$ cat config.mk
export PLATFORM = sky130hd
export DESIGN_NAME = bird_motion
export DESIGN_NICKNAME = d
export VERILOG_FILES = /design/src/rtl/bird_motion.sv
export SDC_FILE = /design/constraint.sdc
export NUM_CORES = 1
export LEC_CHECK = 0
export ABC_CLOCK_PERIOD_IN_PS = 3700
export CAP_MARGIN = 30
export CELL_PAD_IN_SITES_DETAIL_PLACEMENT = 0
export CELL_PAD_IN_SITES_GLOBAL_PLACEMENT = 2
export CORE_UTILIZATION = 37
export CTS_CLUSTER_SIZE = 28
export DETAILED_ROUTE_END_ITERATION = 10
export HOLD_SLACK_MARGIN = 0.12
export PLACE_DENSITY_LB_ADDON = 0.08
export SYNTH_ARGS = -nofsm -noshare
export SYNTH_HDL_FRONTEND = slang
export SYNTH_SLANG_ARGS = --single-unit
$ cat constraint.sdc
create_clock -name clock -period 3.7 [get_ports clock]
set_input_delay 0.74 -clock clock [delete_from_list [all_inputs] [get_ports clock]]
set_output_delay 0.74 -clock clock [all_outputs]
set_load 0.005 [all_outputs]
$ cat src/rtl/bird_motion.sv
// Bird sprite motion controller: steps the bird across the screen, handles hits, death and respawn.
// Optional feature: define BIRD_MOTION_ZIGZAG_EN for an alternating +1/-1 vertical wobble on each step.
module bird_motion #(
  parameter logic [7:0] X_START     = 8'd5,
  parameter logic [7:0] X_MAX       = 8'd159,
  parameter logic [6:0] Y_MIN       = 7'd4,
  parameter logic [6:0] Y_MAX       = 7'd100,
  parameter logic [5:0] STEP_FRAMES = 6'd15,
  parameter logic [5:0] DEAD_FRAMES = 6'd30
) (
  input  logic       clock,
  input  logic       resetn,
  input  logic       frame_tick,
  input  logic       enable,
  input  logic       hit,
  input  logic       draw_done,
  output logic [7:0] x,
  output logic [6:0] y,
  output logic [7:0] erase_x,
  output logic [6:0] erase_y,
  output logic       draw_req,
  output logic       alive,
  output logic       escaped
);

  localparam int unsigned XW   = 8;
  localparam int unsigned YW   = 7;
  localparam int unsigned CNTW = 6;
  localparam logic [YW-1:0] RESET_Y = 7'd7;

  typedef enum logic [1:0] {S_WAIT, S_DRAW, S_DEAD} state_t;

  state_t state_q, state_d;

  logic [XW-1:0]   x_q, x_d, erase_x_q, erase_x_d;
  logic [YW-1:0]   y_q, y_d, erase_y_q, erase_y_d;
  logic [CNTW-1:0] cnt_q, cnt_d;
  logic [7:0]      lfsr_q, lfsr_d;
  logic            draw_req_q, draw_req_d;
  logic            alive_q, alive_d;
  logic            escaped_q, escaped_d;
  logic            dying_q, dying_d;
  logic            rerase_q, rerase_d;
`ifdef BIRD_MOTION_ZIGZAG_EN
  logic            zig_q, zig_d;
`endif

  logic [YW-1:0] spawn_y;
  logic [YW-1:0] step_y;
  logic          hit_ok;
  logic          kill;
  logic          step_due;
  logic          dead_due;
  logic          hit_draw;

  // Fibonacci LFSR x^8+x^6+x^5+x^4+1; non-zero seed keeps it out of the all-zero lock-up state
  assign lfsr_d = {lfsr_q[6:0], lfsr_q[7] ^ lfsr_q[5] ^ lfsr_q[4] ^ lfsr_q[3]};

  // Fold the random value into the legal row band
  always_comb begin
    spawn_y = lfsr_q[6:0];
    if (spawn_y > Y_MAX) spawn_y = spawn_y - 7'd64;
    if (spawn_y < Y_MIN) spawn_y = spawn_y + Y_MIN;
    if (spawn_y > Y_MAX) spawn_y = Y_MAX;
  end

  // Row after a non-wrap step
  always_comb begin
    step_y = y_q;
`ifdef BIRD_MOTION_ZIGZAG_EN
    if (!zig_q) step_y = (y_q >= Y_MAX) ? Y_MAX : y_q + 7'd1;
    else        step_y = (y_q <= Y_MIN) ? Y_MIN : y_q - 7'd1;
`endif
  end

  // A hit only counts for a visible bird not already on its way to dying
  assign hit_ok   = hit && alive_q && !dying_q;
  assign kill     = (state_q == S_WAIT) && (hit_ok || rerase_q);
  assign step_due = (state_q == S_WAIT) && enable && frame_tick &&
                    (cnt_q == STEP_FRAMES - 6'd1);
  assign dead_due = (state_q == S_DEAD) && frame_tick && (cnt_q == DEAD_FRAMES - 6'd1);
  assign hit_draw = (state_q == S_DRAW) && hit_ok;

  always_ff @(posedge clock or negedge resetn) begin
    if (!resetn) state_q <= S_WAIT;
    else         state_q <= state_d;
  end

  always_comb begin
    state_d = state_q;
    unique case (state_q)
      S_WAIT: if (kill || step_due) state_d = S_DRAW;
      S_DRAW: begin
        if (draw_done) begin
          // A hit caught during this request still owes an erase of the current sprite
          if (rerase_q || hit_draw) state_d = S_WAIT;
          else if (dying_q)         state_d = S_DEAD;
          else                      state_d = S_WAIT;
        end
      end
      S_DEAD: if (dead_due) state_d = S_DRAW;
      default: state_d = S_WAIT;
    endcase
  end

  always_comb begin
    x_d        = x_q;
    y_d        = y_q;
    erase_x_d  = erase_x_q;
    erase_y_d  = erase_y_q;
    cnt_d      = cnt_q;
    draw_req_d = draw_req_q;
    alive_d    = alive_q;
    escaped_d  = 1'b0;
    dying_d    = dying_q;
    rerase_d   = rerase_q;
`ifdef BIRD_MOTION_ZIGZAG_EN
    zig_d      = zig_q;
`endif
    unique case (state_q)
      S_WAIT: begin
        if (kill) begin
          erase_x_d  = x_q;
          erase_y_d  = y_q;
          alive_d    = 1'b0;
          cnt_d      = '0;
          dying_d    = 1'b1;
          rerase_d   = 1'b0;
          draw_req_d = 1'b1;
        end else if (enable && frame_tick) begin
          if (step_due) begin
            cnt_d      = '0;
            erase_x_d  = x_q;
            erase_y_d  = y_q;
            draw_req_d = 1'b1;
            if (x_q == X_MAX) begin
              x_d       = X_START;
              y_d       = spawn_y;
              escaped_d = 1'b1;
`ifdef BIRD_MOTION_ZIGZAG_EN
              zig_d     = 1'b0;
`endif
            end else begin
              x_d = x_q + 8'd1;
              y_d = step_y;
`ifdef BIRD_MOTION_ZIGZAG_EN
              zig_d = ~zig_q;
`endif
            end
          end else begin
            cnt_d = cnt_q + 6'd1;
          end
        end
      end
      S_DRAW: begin
        if (hit_ok) begin
          dying_d  = 1'b1;
          rerase_d = 1'b1;
        end
        if (draw_done) draw_req_d = 1'b0;
      end
      S_DEAD: begin
        if (frame_tick) begin
          if (dead_due) begin
            cnt_d      = '0;
            x_d        = X_START;
            y_d        = spawn_y;
            erase_x_d  = X_START;
            erase_y_d  = spawn_y;
            alive_d    = 1'b1;
            dying_d    = 1'b0;
            draw_req_d = 1'b1;
`ifdef BIRD_MOTION_ZIGZAG_EN
            zig_d      = 1'b0;
`endif
          end else begin
            cnt_d = cnt_q + 6'd1;
          end
        end
      end
      default: ;
    endcase
  end

  always_ff @(posedge clock or negedge resetn) begin
    if (!resetn) begin
      x_q        <= X_START;
      y_q        <= RESET_Y;
      erase_x_q  <= X_START;
      erase_y_q  <= RESET_Y;
      cnt_q      <= '0;
      lfsr_q     <= 8'hA5;
      draw_req_q <= 1'b0;
      alive_q    <= 1'b1;
      escaped_q  <= 1'b0;
      dying_q    <= 1'b0;
      rerase_q   <= 1'b0;
`ifdef BIRD_MOTION_ZIGZAG_EN
      zig_q      <= 1'b0;
`endif
    end else begin
      x_q        <= x_d;
      y_q        <= y_d;
      erase_x_q  <= erase_x_d;
      erase_y_q  <= erase_y_d;
      cnt_q      <= cnt_d;
      lfsr_q     <= lfsr_d;
      draw_req_q <= draw_req_d;
      alive_q    <= alive_d;
      escaped_q  <= escaped_d;
      dying_q    <= dying_d;
      rerase_q   <= rerase_d;
`ifdef BIRD_MOTION_ZIGZAG_EN
      zig_q      <= zig_d;
`endif
    end
  end

  assign x        = x_q;
  assign y        = y_q;
  assign erase_x  = erase_x_q;
  assign erase_y  = erase_y_q;
  assign draw_req = draw_req_q;
  assign alive    = alive_q;
  assign escaped  = escaped_q;

endmodule

[After elaboration in Yosys (flattened, before gate mapping)]
Cells that the tools add are included.
Operators by class
  $add $sub $neg: 4
  magnitude comparators: 3
  equal/unequal tests: 17
  muxes and demuxes: 57
  bitwise logic cells: 3
  reduce and logical (&&, ||, !) cells: 27
Operator list (number)
  $mux 7: 12
  $mux 8: 9
  $pmux 8 s2: 2
  $mux 6: 5
  $pmux 7 s2: 2
  $mux 1: 16
  $gt 7x7->1 const B: 2
  $ne 2x2->1 const B: 7
  $pmux 6 s2: 1
  $reduce_and 6->1: 2
  $logic_and 1x1->1: 10
  $mux 2: 5
  $reduce_and 5->1: 2
  $reduce_and 3->1: 3
  $add 8x1->8 const B: 1
  $eq 8x8->1 const B: 1
  $add 7x3->7 const B: 1
  $lt 7x3->1 const B: 1
  $reduce_and 7->1: 1
  $sub 7x7->7 const B: 1
  $add 6x1->6 const B: 1
  $eq 6x4->1 const B: 1
  $eq 6x5->1 const B: 1
  $ne 2x1->1 const B: 3
  14 further kinds: 21
Word-level totals
  register bits: 51
  input bits: 6
  output and inout port bits: 33

[Longest topological paths before layout]
Gate-level depths: netlist of run 1.
  depth in word-level cells: 11
  gate-level depth with buffers: 9
  depth with buffers taken out: 7

[Worst setup path after synthesis of run 1]
Ideal clock, no wire load.
  kind: input to register
  start: in frame_tick
  end: reg erase_x_q[3], in the netlist erase_x[3]
  library setup time: 132 ps
  data arrival time: 1864 ps
  data required time: 3568 ps
  slack: 1704 ps
  stages on the path: 7
  buffers on the path: 2
  cells stage by stage: nand4b_4 > or2_4 > a221o_1 > buf_2 > buf_6 > nand2_1 > o21ai_1
On the way
  word-level cells in the longest chain between the ends: 4
  elaborated cells on any way between the ends: 10
Ends and longest elaborated chain
  start: declaration: line 13  | input logic frame_tick,
  $logic_and 1x1->1 (on tied branches) (2 in series): line 79, 81
  $ne 3x3->1 (no line) / $ne 2x2->1 (equally long branches)
  $reduce_and 5->1 (no line) (*)
  end signal: assignment: line 204  | erase_x_q <= erase_x_d;
  end: declaration: line 35  | logic [XW-1:0] x_q, x_d, erase_x_q, erase_x_d;
Mark *: on every way between the ends. The rest lies on a longest branch, timed or not.
A chain may end at the register's enable or synchronous reset.

[Worst setup path in the final report of run 1]
  start: in hit
  end: reg state_q[0]
On the way
  word-level cells in the longest chain between the ends: 7
  elaborated cells on any way between the ends: 12
Ends and longest elaborated chain
  start: declaration: line 15  | input logic hit,
  $logic_and 1x1->1 (*) (2 in series): line 77  | assign hit_ok = hit && alive_q && !dying_q;
  $logic_and 1x1->1 / $logic_or 1x1->1 (equally long branches): line 82, 78
  $logic_or 1x1->1 / $logic_and 1x1->1 (equally long branches): line 96, 78
  $mux 2 / $logic_or 1x1->1 (equally long branches): line 96, 92
  $mux 2 / $ne 2x1->1 (equally long branches)
  $pmux 2 s3 / $reduce_and 3->1 (equally long branches)
  end signal: assignment: line 86  | else state_q <= state_d;
  end: declaration: line 33  | state_t state_q, state_d;
Mark *: on every way between the ends. The rest lies on a longest branch, timed or not. The select of a mux whose other input is x is not followed.

==> results of run 1 <==
stage by stage:
step                      utilization, %  setup WS (ps)  power, mW  hold slack, ps
after floorplan                        -           1700      0.958             388
after global placement              45.5            862       1.08             415
after detailed placement            45.5            794       1.08             416
after CTS                           47.7           1160       1.55             429
after global routing                47.7            942       1.63             437
final                               47.7           1210       1.53             423
worst min-delay path by stage:
stage,slack (ps),to,cells past startpoint,from
after floorplan,390,lfsr_q[6]$_DFF_PN0_,0,lfsr_q[5]$_DFF_PN1_
after CTS,430,lfsr_q[1]$_DFF_PN0_,0,lfsr_q[0]$_DFF_PN1_
after detailed placement,420,lfsr_q[1]$_DFF_PN0_,0,lfsr_q[0]$_DFF_PN1_
after global placement,420,lfsr_q[1]$_DFF_PN0_,0,lfsr_q[0]$_DFF_PN1_
final,420,cnt_q[3]$_DFFE_PN0P_,1,resetn
after global routing,440,lfsr_q[1]$_DFF_PN0_,0,lfsr_q[0]$_DFF_PN1_
where the power goes:
group	total [mW]	leakage [nW]	switching [mW]	internal (mW)
Clock	0.467	0.0644	0.197	0.270
Sequential	0.715	0.649	0.0923	0.622
Combinational	0.347	0.570	0.193	0.153
state kept, by name, indices dropped and copies added, names as in the netlist:
| name | count |
|---|---|
| rerase_q | 1 |
| escaped | 1 |
| y | 7 |
| draw_req | 1 |
| dying_q | 1 |
| cnt_q | 6 |
| alive | 1 |
| x | 8 |
| state_q | 2 |
| erase_y | 7 |
| lfsr_q | 8 |
| erase_x | 8 |
Yosys cell counts, types with 2 or more instances:
cell type                   n
sky130_fd_sc_hd__dfrtp_1   36
sky130_fd_sc_hd__nand2_1   33
sky130_fd_sc_hd__nor2_1    20
sky130_fd_sc_hd__o21ai_0   18
sky130_fd_sc_hd__dfstp_2   15
sky130_fd_sc_hd__a21oi_1    8
sky130_fd_sc_hd__inv_1      8
sky130_fd_sc_hd__o21ai_1    8
sky130_fd_sc_hd__clkbuf_1   6
sky130_fd_sc_hd__ha_1       6
sky130_fd_sc_hd__o31ai_1    6
sky130_fd_sc_hd__nand3_1    5
sky130_fd_sc_hd__nor3_1     5
sky130_fd_sc_hd__xnor2_1    5
sky130_fd_sc_hd__xor2_1     5
sky130_fd_sc_hd__mux2i_1    4
sky130_fd_sc_hd__a211oi_1   3
sky130_fd_sc_hd__buf_6      3
sky130_fd_sc_hd__mux2_4     3
sky130_fd_sc_hd__o22ai_1    3
sky130_fd_sc_hd__a21o_1     2
sky130_fd_sc_hd__a22o_1     2
sky130_fd_sc_hd__nand2b_1   2
sky130_fd_sc_hd__nand3b_1   2
sky130_fd_sc_hd__nand4_1    2
sky130_fd_sc_hd__nand4b_1   2
sky130_fd_sc_hd__nor4_1     2
sky130_fd_sc_hd__or4_1      2
layout make-up:
| class | instances | area [sq um] | area share, % |
|---|---|---|---|
| timing repair buffer | 41 | 398 | 13.0 |
| tap | 77 | 96.3 | 3.15 |
| clock inverter | 3 | 67.6 | 2.21 |
| inverter | 8 | 30.0 | 0.981 |
| multi-input combinational | 172 | 1110 | 36.1 |
| sequential | 51 | 1290 | 42.3 |
| clock buffer | 5 | 68.8 | 2.25 |
routing by layer:
| layer | global-route usage, % | vias up | routed length (microns) |
|---|---|---|---|
| met5 | 0 | - | 0 |
| met4 | 5.33 | 0 | 71 |
| met3 | 3.46 | 5 | 157 |
| met2 | 26.8 | 29 | 2530 |
| met1 | 23.6 | 871 | 2760 |
| li1 | - | 943 | - |
kinds of logic (layout without fill, tap and decap cells):
group / Yosys count / count (layout)
muxes: 8 / 8
DFF: 51 / 51
buffers and inverters: 18 / 57
and+or+nand+nor: 88 / 88
adders and majority gates: 6 / 6
xor gates and xnor gates: 10 / 10
AOI/OAI and AO/OA: 60 / 60
==> summary.md, run 1 <==
The floorplan step defined a die boundary enclosing 0.00707 sq mm. The final layout contains routed wiring with a total length of 5520 microns. The number of warning messages in the yosys log is 0. The critical path goes through clkdlybuf4s50_1 -> and3b_2 -> nor3_1 -> a221o_1 -> o31ai_1. After floorplanning, the core was divided into 29 placement rows. The relative max-transition margin is 36.2%.

The die is 84.1 microns tall. The most critical setup path has its startpoint at hit. The actual transition at the worst max-transition pin is 956 ps, and the adder-cell share of the synthesized area is 3.01%.

Setup repair after global routing left no endpoint under its margin. The synthesized-area fraction occupied by and/or/nand/nor cells works out to 19.1%. The largest total area in the synthesized netlist belongs to sky130_fd_sc_hd__dfrtp_1. Global routing used 17.0% of the available tracks. The most used flip-flop cell after synthesis was sky130_fd_sc_hd__dfrtp_1.

The final reports fail on design-rule violations. Antenna violation net count after detailed routing: 0. Count of buffering cells on the critical path with inverters included: 1. Clock-pin slew was measured on the worst setup and hold paths at 90 ps. The max-cap violation count is 0.

The total via count after detailed routing was 1848. By area the synthesized netlist is led by sky130_fd_sc_hd__dfrtp_1, sky130_fd_sc_hd__dfstp_2, sky130_fd_sc_hd__nand2_1. The insertion delay of the later-clocked pin in the worst-skew pair is 310 ps, and the maximum frequency from static timing analysis is 401 MHz. STA classifies the critical path startpoint as an input pin. The placed instances occupy a cell area of 0.00293 sq mm. For the via count of the first global-routing pass, the log shows 1767.

In the synthesized netlist the async set-or-reset flop fraction comes to 100%. The run gives 241 as the post-synthesis instance total. The run gives 38.8% as the starting utilization of the core area. For the diode insertion count for antenna repair, the log shows 0.

Counting cells, the worst reg-to-reg path comes to 4. For the data required time at the worst endpoint, the log shows 3840 ps. The final critical path takes up 67.4% of the cycle.

The share of the synthesized netlist area taken by xor and xnor gates is 3.51%, and the horizontal die dimension is 84.1 microns. The tools report the H-tree depth reported by CTS as 2. The largest family of logic cells by synthesized area was simple AND/OR/NAND/NOR gates. The largest delay contributor family on the critical path was compound AO/OA/AOI/OAI gates.

The run gives 8 as the detailed-routing iteration count for the pre-antenna-repair pass. On the final layout, the worst clock skew is 11.7 ps. The cell depth of the worst setup path was 5; the final hold violation count was 0. The ratio of routed vias to standard cells works out to 5.18. After clock tree synthesis, the setup repair step added 0 buffers. Clock tree synthesis selected as its root buffer the cell sky130_fd_sc_hd__clkbuf_8. Leaving out fill and tap cells, the most frequent cells in the layout are sky130_fd_sc_hd__clkdlybuf4s50_1, sky130_fd_sc_hd__dfrtp_1, sky130_fd_sc_hd__nand2_1, sky130_fd_sc_hd__nor2_1, sky130_fd_sc_hd__o21ai_0.

Of the post-synthesis cell area, the part taken by muxes is 3.87%. The tools report the total CTS buffers as 5. TritonCTS built the clock tree. Summed over all nets, the half-perimeter wirelength after detailed placement is 3810 microns. The placer's final routability congestion estimate is 0.723.

The worst setup path is captured at a flip-flop. After synthesis the netlist holds a flip-flop and latch count of 51. The maximum fanout along the worst path is 30.

The critical path ends at state_q[0]$_DFFE_PN0P_. For this design, the slowest cell found on the critical path is sky130_fd_sc_hd__a221o_1. The reg-to-reg startpoint was state_q[1]$_DFFE_PN0P_. Leaving out fill and tap cells, the most frequent cell in the layout is sky130_fd_sc_hd__clkdlybuf4s50_1. The number of nets handed over by synthesis was 253. The number of antenna violations at the first check in global routing is 0.

The run finished, with violations left. The tools report the final global-route overflow total as 0. The first global-routing pass estimated 9350 microns of wire.

The endpoint of the worst register-to-register path was y[5]$_DFFE_PN0P_. Post-CTS repair changed the size of 0 cells. After detailed routing, the average wire length per cell comes to 15.5 microns. Area fraction in compound gates after synthesis: 14.9%.

Summing the sequential cell areas from Yosys gives 52.0% of the chip area. The run gives 31 as the maximum number of pins on one net before global-route repair. After layout, the minimum clock period comes to 2490 ps. The number of unique standard cell types used by synthesis is 53, and the setup TNS after final layout is 0 ps. The delay of the slowest cell on the worst path is 830 ps. Total of fill cells in the finished design: 611. The synthesized cell area was 0.00249 sq mm.

The worst setup path is of the in2reg kind. The worst-case IR drop observed on VDD is 0.236 mV. During placement, the flow inserted port buffers numbering 38. Power spread over the standard cell area amounts to 499 mW/mm^2. For the clock tree buffer depth, the log shows 2. After the first detailed-routing iteration, the DRC count stood at 85. The logs give 2630 ps for the signal arrival time at the worst endpoint and 0.00642 sq mm for the area of the core region.

A synthesized cell averages 10.3 sq um. The non-filler instance count after layout was 357; the number of enable-type register cells in the synthesized netlist was 0. The setup check on the worst reg-to-reg path leaves a slack of 1470 ps. The final routed DRC violation total is 4, and the total number of clock tree sinks is 51. Setup violations remaining at the end of the flow were counted as 0.

The cts-stage hold buffer count is 0. The layout cell share with drive strength beyond 1 is 13.6%. The total non-filler cell area in the finished layout is 0.00306 sq mm. During I/O placement, the number of pins put on the boundary was 39. Worst hold path class: in2async. The analysis attributes to cell leakage a power of 1.28 nW.

Including well taps, the total number of placed cells is 349. After synthesis, the largest area contributor takes up 36.1% of total cell area. In the final design database the tool counted 291 nets.

The tools report the count of pins over their slew limit as 0. Compared with the post-synthesis result, the final layout area differs by 22.8%.
No activity file was read; power rests on OpenSTA's default activity.
==> run 2, diff against run 1 <==
--- a/config.mk
+++ b/config.mk
@@ -5,11 +5,11 @@
 export SDC_FILE = /design/constraint.sdc
 export NUM_CORES = 1
 export LEC_CHECK = 0
-export ABC_CLOCK_PERIOD_IN_PS = 3700
+export ABC_CLOCK_PERIOD_IN_PS = 2300
 export CAP_MARGIN = 30
 export CELL_PAD_IN_SITES_DETAIL_PLACEMENT = 0
 export CELL_PAD_IN_SITES_GLOBAL_PLACEMENT = 2
-export CORE_UTILIZATION = 37
+export CORE_UTILIZATION = 34
 export CTS_CLUSTER_SIZE = 28
 export DETAILED_ROUTE_END_ITERATION = 10
 export HOLD_SLACK_MARGIN = 0.12
==> constraint.sdc (replaced) <==
create_clock -name clock -period 2.3 [get_ports clock]
set_input_delay 0.46 -clock clock [delete_from_list [all_inputs] [get_ports clock]]
set_output_delay 0.46 -clock clock [all_outputs]
set_load 0.005 [all_outputs]
==> summary.md, run 2 (synthesis gave the netlist of run 1 again) <==
The most common cell after layout, fill and taps aside is sky130_fd_sc_hd__clkdlybuf4s50_1 (unchanged). The run gives 1.34 nW (was 1.28 nW) as the reported leakage power. Diode insertion count for antenna repair: 0 (unchanged). For the via count of the first global-routing pass, the log shows 1873 (was 1767). For the detailed-routing iteration count for the pre-antenna-repair pass, the log shows 4 (was 8). The post-route core utilization came out at 45.4% (was 47.7%). The wire length reported by the detailed router was 5540 microns (was 5520 microns); the relative max-transition margin was 60.6% (was 36.2%).

The switching share of power was 32.9% (was 31.6%). For the post-cts gate resize count, the log shows 0 (unchanged). The logs give 2.35 mW (was 1.53 mW) for the total power and 688 (was 611) for the total of fill cells in the finished design.

The setup TNS after final layout is 0 ps (unchanged), and the areal power density over the cells is 744 mW/mm^2 (was 499 mW/mm^2). The row count was 30 (was 29); the net switching component of the power was 772 uW (was 483 uW). The worst slack at placement is 41.9 ps (was 794 ps), and the total via count after detailed routing is 1908 (was 1848).

For the placer's final routability congestion estimate, the log shows 0.737 (was 0.723). The kind of start point of the critical path was an input pin (unchanged). The setup slack of the critical path after layout is 334 ps (was 1210 ps).

The tools report the post-CTS setup buffer count as 0 (unchanged). The clock tree buffer depth is 2 (unchanged). The share of the clock period used by the worst path after layout is 85.5%.

The buffer cell driving the clock tree root is sky130_fd_sc_hd__clkbuf_8 (unchanged). Combinational share of power: 31.0% (was 22.7%). The run gives 39 (unchanged) as the number of top-level pins.

The average routed wire per standard cell is 14.3 microns (was 15.5 microns). The layout net count was 303 (was 291); the horizontal die dimension was 87.6 microns (was 84.1 microns). The run gives 22.7% (was 30.6%) as the relative contribution of the clock network to total power. Maximum number of pins on one net before global-route repair: 29 (was 31). After layout, the minimum clock period comes to 1970 ps. Worst hold path class: in2async (unchanged).

The tools report the kind of end point of the critical path as a flip-flop (unchanged). The sequential share of power came out at 46.3% (was 46.8%). The run gives 0 (unchanged) as the count of pins over their slew limit.

Area enclosed by the die boundary: 0.00768 sq mm (was 0.00707 sq mm). The insertion delay of the later-clocked pin in the worst-skew pair is 310 ps (about the same), and the cts-stage hold buffer count is 0 (unchanged). The number of buffers inserted by port buffering was 38 (unchanged). The maximum ir drop on the vdd rail was 0.342 mV (was 0.236 mV); the maximum fanout along the worst path was 25 (was 30). For this run, the top clock speed supported by timing is 509 MHz.

The clock slew seen by the registers of the worst setup and hold paths works out to 90 ps (about the same). The area of the core region is 0.00694 sq mm (was 0.00642 sq mm), and the placed wire-length estimate is 3900 microns (was 3810 microns). The flow ran to the end, and the final reports show no timing, DRC or antenna violations.

Setup repair after global routing left no endpoint under its margin. For the number of antenna violations at the first check in global routing, the log shows 0 (unchanged). The internal power was 1.58 mW (was 1.05 mW).

The startpoint-to-endpoint class of the critical path is in2reg (unchanged). Highest-count cells in the layout ignoring fill and taps: sky130_fd_sc_hd__clkdlybuf4s50_1, sky130_fd_sc_hd__dfrtp_1, sky130_fd_sc_hd__nand2_1, sky130_fd_sc_hd__nor2_1, sky130_fd_sc_hd__o21ai_0 (unchanged). The antenna violation net count after detailed routing was 0 (unchanged); the floorplan die height was 87.6 microns (was 84.1 microns). The total number of clock tree sinks came out at 51 (unchanged). The actual transition at the worst max-transition pin is 591 ps (was 956 ps).

TritonCTS built the clock tree. The H-tree depth reported by CTS was 2 (unchanged); the starting utilization of the core area was 35.9% (was 38.8%). The final hold violation count was 0 (unchanged); the max-cap violation count was 0 (unchanged). The signal arrival time at the worst endpoint is 2150 ps (was 2630 ps), and the total of endpoints with negative setup slack in the final report is 0 (unchanged). Total CTS buffers: 5 (unchanged). The run gives 61 (was 85) as the detailed router's first-iteration violation count.

The layout cell share with drive strength beyond 1 works out to 16.8% (was 13.6%). The wire length of the first global-routing pass was 9420 microns (was 9350 microns). The ratio of routed vias to standard cells came out at 4.92 (was 5.18). The tools report the data required time at the worst endpoint as 2480 ps (was 3840 ps). The run gives 0 (was 4) as the final routed DRC violation total. The global router's overall resource usage was 16.0% (was 17.0%).

The final global-route overflow total is 0 (unchanged), and the post-route clock skew is 10.4 ps (was 11.7 ps). The layout overhead on the synthesized area came out at 26.6% (was 22.8%).
-- run 2: per-layer routing --
| metal | global-route usage (%) | up-vias | wire, microns | part of all wire, % |
|---|---|---|---|---|
| met4 | 5.37 | 0 | 48 | 0.87 |
| met1 | 22.9 | 911 | 2790 | 50 |
| met2 | 24.4 | 33 | 2520 | 46 |
| li1 | - | 959 | - | - |
| met3 | 3.02 | 5 | 176 | 3.2 |
| met5 | 0 | - | 0 | 0 |
-- run 2: critical path, cell delays in order --
cell	delay, ps
sky130_fd_sc_hd__clkdlybuf4s50_1	520
sky130_fd_sc_hd__nand4b_4	180
sky130_fd_sc_hd__or2_1	280
sky130_fd_sc_hd__a221o_1	380
sky130_fd_sc_hd__buf_12	180
sky130_fd_sc_hd__nand2b_1	70
sky130_fd_sc_hd__o21ai_0	70
-- run 2: path summary, 6_finish.rpt --
check | from | endpoint | slack [ps] | depth (start not counted)
worst min register to register | lfsr_q[1]$_DFF_PN0_ | lfsr_q[2]$_DFF_PN1_ | 430 | 0
max in group asynchronous | resetn | erase_y[0]$_DFFE_PN1P_ | 1530 | 2
min in group clock | lfsr_q[1]$_DFF_PN0_ | lfsr_q[2]$_DFF_PN1_ | 430 | 0
worst min-delay path | resetn | draw_req$_DFFE_PN0P_ | 140 | 1
worst max register to register | cnt_q[0]$_DFFE_PN0P_ | cnt_q[0]$_DFFE_PN0P_ | 350 | 8
worst max-delay path | frame_tick | cnt_q[0]$_DFFE_PN0P_ | 330 | 7
-- run 2: power by group through the flow --
stage | sequential (mW) | clock [mW] | combinational, mW
after floorplan | 1.09 | 0 | 0.447
after global placement | 1.11 | 0 | 0.739
after detailed placement | 1.10 | 0 | 0.738
after CTS | 1.09 | 0.557 | 0.745
after global routing | 1.10 | 0.592 | 0.821
final | 1.09 | 0.533 | 0.727
-- run 2: stage by stage --
| step | area, sq um | hold slack (ps) | std cells |
|---|---|---|---|
| after floorplan | 2490 | 164 | 241 |
| final | 3160 | 145 | 388 |
| after global placement | 3060 | 419 | 380 |
| after detailed placement | 3060 | 414 | 380 |
| after CTS | 3160 | 169 | 388 |
| after global routing | 3160 | 183 | 388 |
-- run 2: layout make-up --
class                   instances  area (sq um)  share of cell area [%]
clock inverters                 1          5.00                   0.159
clock buffers                   7          86.3                    2.74
inverters                       8          30.0                   0.952
multi-input cells             172          1110                    35.1
repair buffers                 53           513                    16.3
flip-flops and latches         51          1290                    41.0
well taps                      96           120                    3.81
